<file path="src/rtl/multi_channel_clock_divider.sv">
// NUM_CH independent programmable timebases. Each channel makes a one-cycle tick strobe
// and a 50%-duty square wave; a new divisor takes effect at a period boundary.
module multi_channel_clock_divider #(
  parameter int unsigned CLK_FREQUENCY = 50_000_000,
  parameter int unsigned NUM_CH        = 2,
  parameter int unsigned DIV_W         = 26,
  parameter int unsigned DEFAULT_DIV   = CLK_FREQUENCY / 2,
  localparam int unsigned CH_W         = (NUM_CH > 1) ? $clog2(NUM_CH) : 1
) (
  input  logic              clk50,
  input  logic              rst_n,
  input  logic [NUM_CH-1:0] en,
  input  logic              sync,
  input  logic              load,
  input  logic [CH_W-1:0]   load_ch,
  input  logic [DIV_W-1:0]  load_div,
  output logic [NUM_CH-1:0] tick,
  output logic [NUM_CH-1:0] clk_out
);

  localparam logic [DIV_W-1:0] DEFAULT_DIV_V = DIV_W'(DEFAULT_DIV);

  genvar gi;
  generate
    for (gi = 0; gi < NUM_CH; gi++) begin : g_ch
      logic [DIV_W-1:0] cnt_q, cnt_d;
      logic [DIV_W-1:0] div_q, div_d;
      logic [DIV_W-1:0] pend_q, pend_d;
      logic             pend_v_q, pend_v_d;
      logic             tick_q, tick_d;
      logic             clk_out_q, clk_out_d;
      logic             load_hit;
      logic             wrap;
      logic [DIV_W-1:0] term;

      // A channel index only matches its own slot, so out-of-range indices never hit.
      assign load_hit = load && (int'(load_ch) == gi);

      // Divisor 0 is treated as 1. The >= compare keeps the count bounded if a
      // smaller divisor was applied while the channel was stopped.
      assign term = (div_q == '0) ? '0 : div_q - DIV_W'(1);
      assign wrap = (cnt_q >= term);

      always_comb begin
        cnt_d     = cnt_q;
        div_d     = div_q;
        pend_d    = pend_q;
        pend_v_d  = pend_v_q;
        tick_d    = 1'b0;
        clk_out_d = clk_out_q;
        if (sync) begin
          cnt_d     = '0;
          clk_out_d = 1'b0;
          pend_v_d  = 1'b0;
          if (load_hit) begin
            div_d = load_div;
          end else if (pend_v_q) begin
            div_d = pend_q;
          end
        end else begin
          if (en[gi]) begin
            if (wrap) begin
              cnt_d     = '0;
              tick_d    = 1'b1;
              clk_out_d = ~clk_out_q;
            end else begin
              cnt_d = cnt_q + DIV_W'(1);
            end
          end
          // A fresh load always waits for a later boundary, even one landing on a wrap.
          if (load_hit) begin
            pend_d   = load_div;
            pend_v_d = 1'b1;
          end else if (pend_v_q && (wrap || !en[gi])) begin
            div_d    = pend_q;
            pend_v_d = 1'b0;
          end
        end
      end

      always_ff @(posedge clk50) begin
        if (!rst_n) begin
          cnt_q     <= '0;
          div_q     <= DEFAULT_DIV_V;
          pend_q    <= '0;
          pend_v_q  <= 1'b0;
          tick_q    <= 1'b0;
          clk_out_q <= 1'b0;
        end else begin
          cnt_q     <= cnt_d;
          div_q     <= div_d;
          pend_q    <= pend_d;
          pend_v_q  <= pend_v_d;
          tick_q    <= tick_d;
          clk_out_q <= clk_out_d;
        end
      end

      assign tick[gi]    = tick_q;
      assign clk_out[gi] = clk_out_q;
    end
  endgenerate

endmodule

</file>
<file path="config.mk">
export PLATFORM = sky130hd
export DESIGN_NAME = multi_channel_clock_divider
export DESIGN_NICKNAME = d
export VERILOG_FILES = /design/src/rtl/multi_channel_clock_divider.sv
export SDC_FILE = /design/constraint.sdc
export NUM_CORES = 1
export LEC_CHECK = 0
export ABC_AREA = 1
export CAP_MARGIN = 20
export CELL_PAD_IN_SITES_DETAIL_PLACEMENT = 0
export CELL_PAD_IN_SITES_GLOBAL_PLACEMENT = 2
export CORE_ASPECT_RATIO = 0.5
export CORE_MARGIN = 4
export CORE_UTILIZATION = 31
export DETAILED_ROUTE_END_ITERATION = 10
export HOLD_SLACK_MARGIN = 0.02
export PLACE_DENSITY_LB_ADDON = 0.08
export SYNTH_ARGS = -nofsm -noshare
export SYNTH_HDL_FRONTEND = slang
export SYNTH_SLANG_ARGS = --single-unit
</file>
<file path="constraint.sdc">
create_clock -name clk50 -period 3.3 [get_ports clk50]
set_clock_uncertainty 0.2 [all_clocks]
set_input_delay 0.66 -clock clk50 [delete_from_list [all_inputs] [get_ports clk50]]
set_output_delay 0.66 -clock clk50 [all_outputs]
set_load 0.005 [all_outputs]
</file>
# Yosys cells after proc, flatten, opt, wreduce, memory -nomap -nowiden
# Cells that the tools add are included.
# totals
output_inout_bits	4
wordCells	72
reg_bits	162
inputBits	33
# classes
add_sub_neg	4
muxes	20
n_reduce_logical	23
order_cmp	2
n_bitwise	7
eq_ne	4
# op_table
operator	count
26-bit 2-to-1 mux	14
26-bit by 1-bit adder with 26-bit output, second input constant	2
26-bit >= comparator	2
26-bit logical NOT	2
26-bit by 1-bit subtractor with 26-bit output, second input constant	2
2-bit AND reduction	4
2-bit nonzero test	4
1-bit inverter	7
1-bit 2-to-1 mux	6
3-bit by 1-bit inequality test with 1-bit output, second input constant	2
3-bit AND reduction	2
3-bit OR reduction	2
1-bit logical AND	4
2-bit inequality test, second input constant	2
1-bit logical NOT	2
1-bit logical OR	2
2-bit OR reduction	1

# Depth between registers and ports, before layout
# depth
ltp_word	8
ltp_mapped	29
depth_no_buf	28

# Worst setup path after synthesis
# OpenSTA, ideal clock, no wires.
# synth_timing
path_type	register -> register
start	register g_ch[0].div_q[0]
end	register g_ch[0].div_q[8]
arrival_ns	2.995
setup_ns	0.113
setup_slack_ns	-0.008
stages_incl_launch_ff	30
path_cell_list	dfxtp_1 inv_1 ha_1 nand2_1 nor2_1 inv_1 nor2_2 nand3_1 nor2_1 nand2_1 inv_1 buf_4 a21oi_1 o21ai_0 ha_1 nand2_1 inv_1 nand2_1 nand2_1 nand2_1 nand2_1 nor2_1 nand2_1 nor2_1 nand3_2 nand2_1 buf_2 nand2_1 nand2_1 nor2_1
# synth_via
elab_chain_cells	7
# synth_lines
item	line_no	text
from (decl)	27	logic [DIV_W-1:0] div_q, div_d;
from (signal assigned)	91	div_q <= div_d;
26-bit by 1-bit subtractor with 26-bit output / 26-bit logical NOT (equally long branches)	41	assign term = (div_q == '0) ? '0 : div_q - DIV_W'(1);
26-bit 2-to-1 mux *	41	
26-bit >= comparator *	42	assign wrap = (cnt_q >= term);
1-bit logical OR *	74	end else if (pend_v_q && (wrap || !en[gi])) begin
1-bit logical AND *	74	
2-bit nonzero test (no source line) *	-	
3-bit AND reduction (no source line) *	-	
# Mark *: on every way between the ends. The rest lies on a longest branch, timed or not.
# A chain may end at the register's enable or synchronous reset.

# Worst setup path in the final report
# layout_timing
start	register g_ch[0].div_q[0]
end	register g_ch[0].div_q[5]
# Same word-level chain as after synthesis.

==> impl_metrics.py <==
metrics = {
    "floorplan": {
        "die_h_um": 134,
        "start_util_pct": 31.9,
        "die-area_um2": 34800,
        "core-area_um2": 30700,
        "dieWidth_um": 260,
        "rows": 45,
        "io_pins": 37,
    },
    "clocking": {
        "clock_latency_ns": 0.45,
        "cts_root_buf": "clkbuf_16",
        "h-tree-depth": 4,
        "cts_tree": "done",
        "clk_path_buf_depth": 2,
        "cts_made_buffers": 17,
        "clkSinkCount": 162,
        "clkTransAtPathRegs_ns": 0.07,
    },
    "routing": {
        "post-route-drc-count": 0,
        "drt_iter0_markers": 644,
        "drt-pass1-iter-count": 6,
        "ant_nets": 0,
        "via_count": 9998,
        "wirelength_mm": 34.2,
        "routedWlPerCell_um": 16.2,
        "viasPerCell": 4.73,
    },
    "global_route": {
        "grt_antenna_before_repair": 0,
        "grt_usage_pct": 19.7,
        "grt_overflow": 0,
        "grt_pass1_wl_mm": 53.2,
        "grt_pass1_vias": 9348,
        "grt_max_degree": 105,
    },
    "setup_path": {
        "path_buf_inv": 7,
        "endpoint_kind": "register",
        "slowest_stage": "dfxtp_2",
        "worstPathMaxFanout": 7,
        "path_class": "reg -> reg",
        "required_ns": 3.45,
        "reg2reg_to": "g_ch[0].div_q[5]",
        "critPathArrivalTime_ns": 3.80,
        "rr_worst_depth": 29,
        "cp-start-kind": "register",
        "r2r_slack_ns": -0.35,
        "timing.rr.start": "g_ch[0].div_q[0]",
        "cpPeakStageDelay_ns": 0.33,
        "critical-path-top-delay-family": "simple AND/OR/NAND/NOR gates",
    },
    "yosys": {
        "ys_types": 46,
        "synthMuxAreaShare_pct": 0.408,
        "synthAdderAreaFrac_pct": 7.13,
        "syn_nets": 1598,
        "syn_inst": 1509,
        "synth_compound_area_share_pct": 12.1,
        "synth_top_family_by_area": "simple AND/OR/NAND/NOR gates",
        "synth_warnings": 0,
        "async_reset_ff_share_pct": 0,
        "syn_area_um2": 9820,
        "synthSimpleGateAreaFrac_pct": 35.4,
        "syn_avg_cell_area_um2": 6.51,
        "ys_ff_latch": 162,
        "synthXorXnorAreaFrac_pct": 2.85,
        "ys_seq_area_share_pct": 33.0,
        "ys.flop_type": "dfxtp_1",
        "synth_edf_count": 0,
    },
    "placed_design": {
        "place_ws_ns": -0.446,
        "gp_congestion": 0.828,
        "hpwlAfterDp_mm": 24.8,
        "placed_cell_area_um2": 11500,
        "port_buffers": 36,
    },
    "min_path": {
        "hold_class": "reg -> reg",
        "whs_endpoint": "g_ch[0].pend_q[6]",
        "hp-start": "g_ch[0].pend_q[6]",
        "hold_path_depth": 2,
    },
    "power": {
        "vdd_drop_max_mv": 0.331,
        "power_frac_clock_pct": 39.3,
        "seqPwrFrac_pct": 39.9,
        "internal-power_mw": 3.70,
        "swShare_pct": 29.7,
        "power_mw": 5.26,
        "switching_power_mw": 1.56,
        "p_leak_nw": 5.98,
        "comb_power_share_pct": 20.8,
        "p_per_area_nw_per_um2": 384,
    },
    "timing": {
        "period_needed_ns": 3.65,
        "finalSetupViolations": 76,
        "clock.fmax_mhz": 274,
        "tightest_slew_ns": 1.07,
        "slew_viol_final": 0,
        "hold_viol_final": 0,
        "rsz0062_at_grt": "yes",
        "timing.final.crit_share_pct": 111,
        "slew_headroom_pct": 28.9,
        "finalWorstSetupSlack_ns": -0.353,
    },
    "final_layout": {
        "fillCellCount": 3198,
        "syn_to_final_growth_pct": 39.4,
        "stdcell_area_um2": 13700,
        "final_common_cell": "nand2_1",
        "antenna_cells": 0,
        "finalNetCount": 1767,
        "drive_gt1_share_pct": 26.7,
        "final_cell_mix": "nand2_1, nor2_1, dfxtp_1",
    },
    "job": {
        "drv_cap": 0,
    },
    "run_status": {
        "violations": "negative setup slack",
        "status": "finished with violations",
    },
}
layout make-up:
cell class                 count  area (µm²)  area share, %
inverter                     169         642           4.69
sequential                   162        3260           23.8
tap                          423         529           3.87
multi-input combinational   1123        6680           48.8
clock inverter                13         161           1.18
clock buffer                  18         429           3.13
timing repair buffer         205        2000           14.6
power by group through the flow:
stage               Combinational (mW)  Sequential (mW)  Clock, mW
floorplan                        0.464             2.13          0
global placement                 0.848             2.14          0
detailed placement               0.858             2.14          0
CTS                               1.05             2.10       2.13
global route                      1.21             2.11       2.20
finish                            1.09             2.10       2.07
timing repair:
action / CTS / global route
buffers inserted: 31 / 11
setup endpoints to repair: 109 / 110
resized for setup: 202 / 131
gates cloned: 11 / 2
pin swaps: 71 / 62
hold buffers: 0 / 0
cells by family after synthesis:
family                     Yosys count
DFF                                162
muxes                                4
buffers and inverters              224
xor gates and xnor gates            32
AOI/OAI and AO/OA                  226
adders and majority gates           56
and+or+nand+nor                    805
cell usage after synthesis (2+ instances only):
cell	instances	share of area (%)
nand3b_1	2	0.15
nor3b_1	4	0.31
o21ai_0	119	6.1
a21oi_1	83	4.2
nor3_1	26	1.3
nand3_2	3	0.31
xor2_1	26	2.3
dfxtp_1	162	33
nand2_2	2	0.13
mux2i_1	4	0.41
clkbuf_1	30	1.1
buf_4	11	0.84
o21a_1	2	0.15
inv_2	6	0.23
nor2_1	244	9.3
a21o_1	3	0.23
a31oi_1	6	0.38
nor4_1	8	0.51
a211oi_1	2	0.15
xnor2_1	6	0.54
nand3_1	113	5.8
inv_1	163	6.2
buf_1	5	0.19
ha_1	56	7.1
or2_2	10	0.64
o22ai_1	3	0.19
nand2_1	358	14
buf_2	9	0.46
nand2_4	2	0.23
o211a_1	2	0.20
nor2_4	7	0.80
nor2_2	5	0.32
nand4_1	13	0.83
nor3b_2	2	0.25
per-stage QoR:
step	hold slack (ns)	std cells	util (%)	TNS [ns]
floorplan	0.225	1509	-	0
CTS	0.249	2110	43.2	-8.82
global route	0.266	2113	44.5	-35.40
global placement	0.234	2041	37.4	-22.45
finish	0.248	2113	44.5	-11.34
detailed placement	0.239	2041	37.4	-26.34
per-layer routing:
| metal | wire length (µm) | share of wire [%] | GRT usage (%) |
|---|---|---|---|
| met2 | 14000 | 41 | 27.8 |
| met4 | 232 | 0.68 | 3.59 |
| met5 | 0 | 0 | 0 |
| met3 | 1410 | 4.1 | 4.53 |
| met1 | 18600 | 54 | 30.4 |
worst min-delay path, cell delays in order (launching register included):
cell and delay [ns]:
dfxtp_1 0.30, inv_1 0.05, a21oi_1 0.05
state kept, by name, indices dropped and copies added (netlist names):
| name | count |
|---|---|
| g_ch.cnt_q | 52 |
| g_ch.div_q | 52 |
| g_ch.pend_q | 52 |
| g_ch.clk_out_q | 2 |
| g_ch.pend_v_q | 2 |
| g_ch.tick_q | 2 |
how the worst max path moves through the flow:
stage	cells past startpoint	endpoint	slack (ns)	from
3_3_place_gp	25	g_ch[0].div_q[7]	-0.37	g_ch[0].div_q[0]
6_report	29	g_ch[0].div_q[5]	-0.35	g_ch[0].div_q[0]
5_1_grt	28	g_ch[0].div_q[10]	-0.61	g_ch[0].div_q[0]
2_1_floorplan	29	g_ch[0].div_q[8]	0.03	g_ch[0].div_q[0]
4_1_cts	21	g_ch[1].div_q[1]	-0.21	g_ch[1].div_q[3]
3_5_place_dp	29	g_ch[0].div_q[8]	-0.45	g_ch[0].div_q[0]
Note: power is estimated with default switching activity, not from simulation.
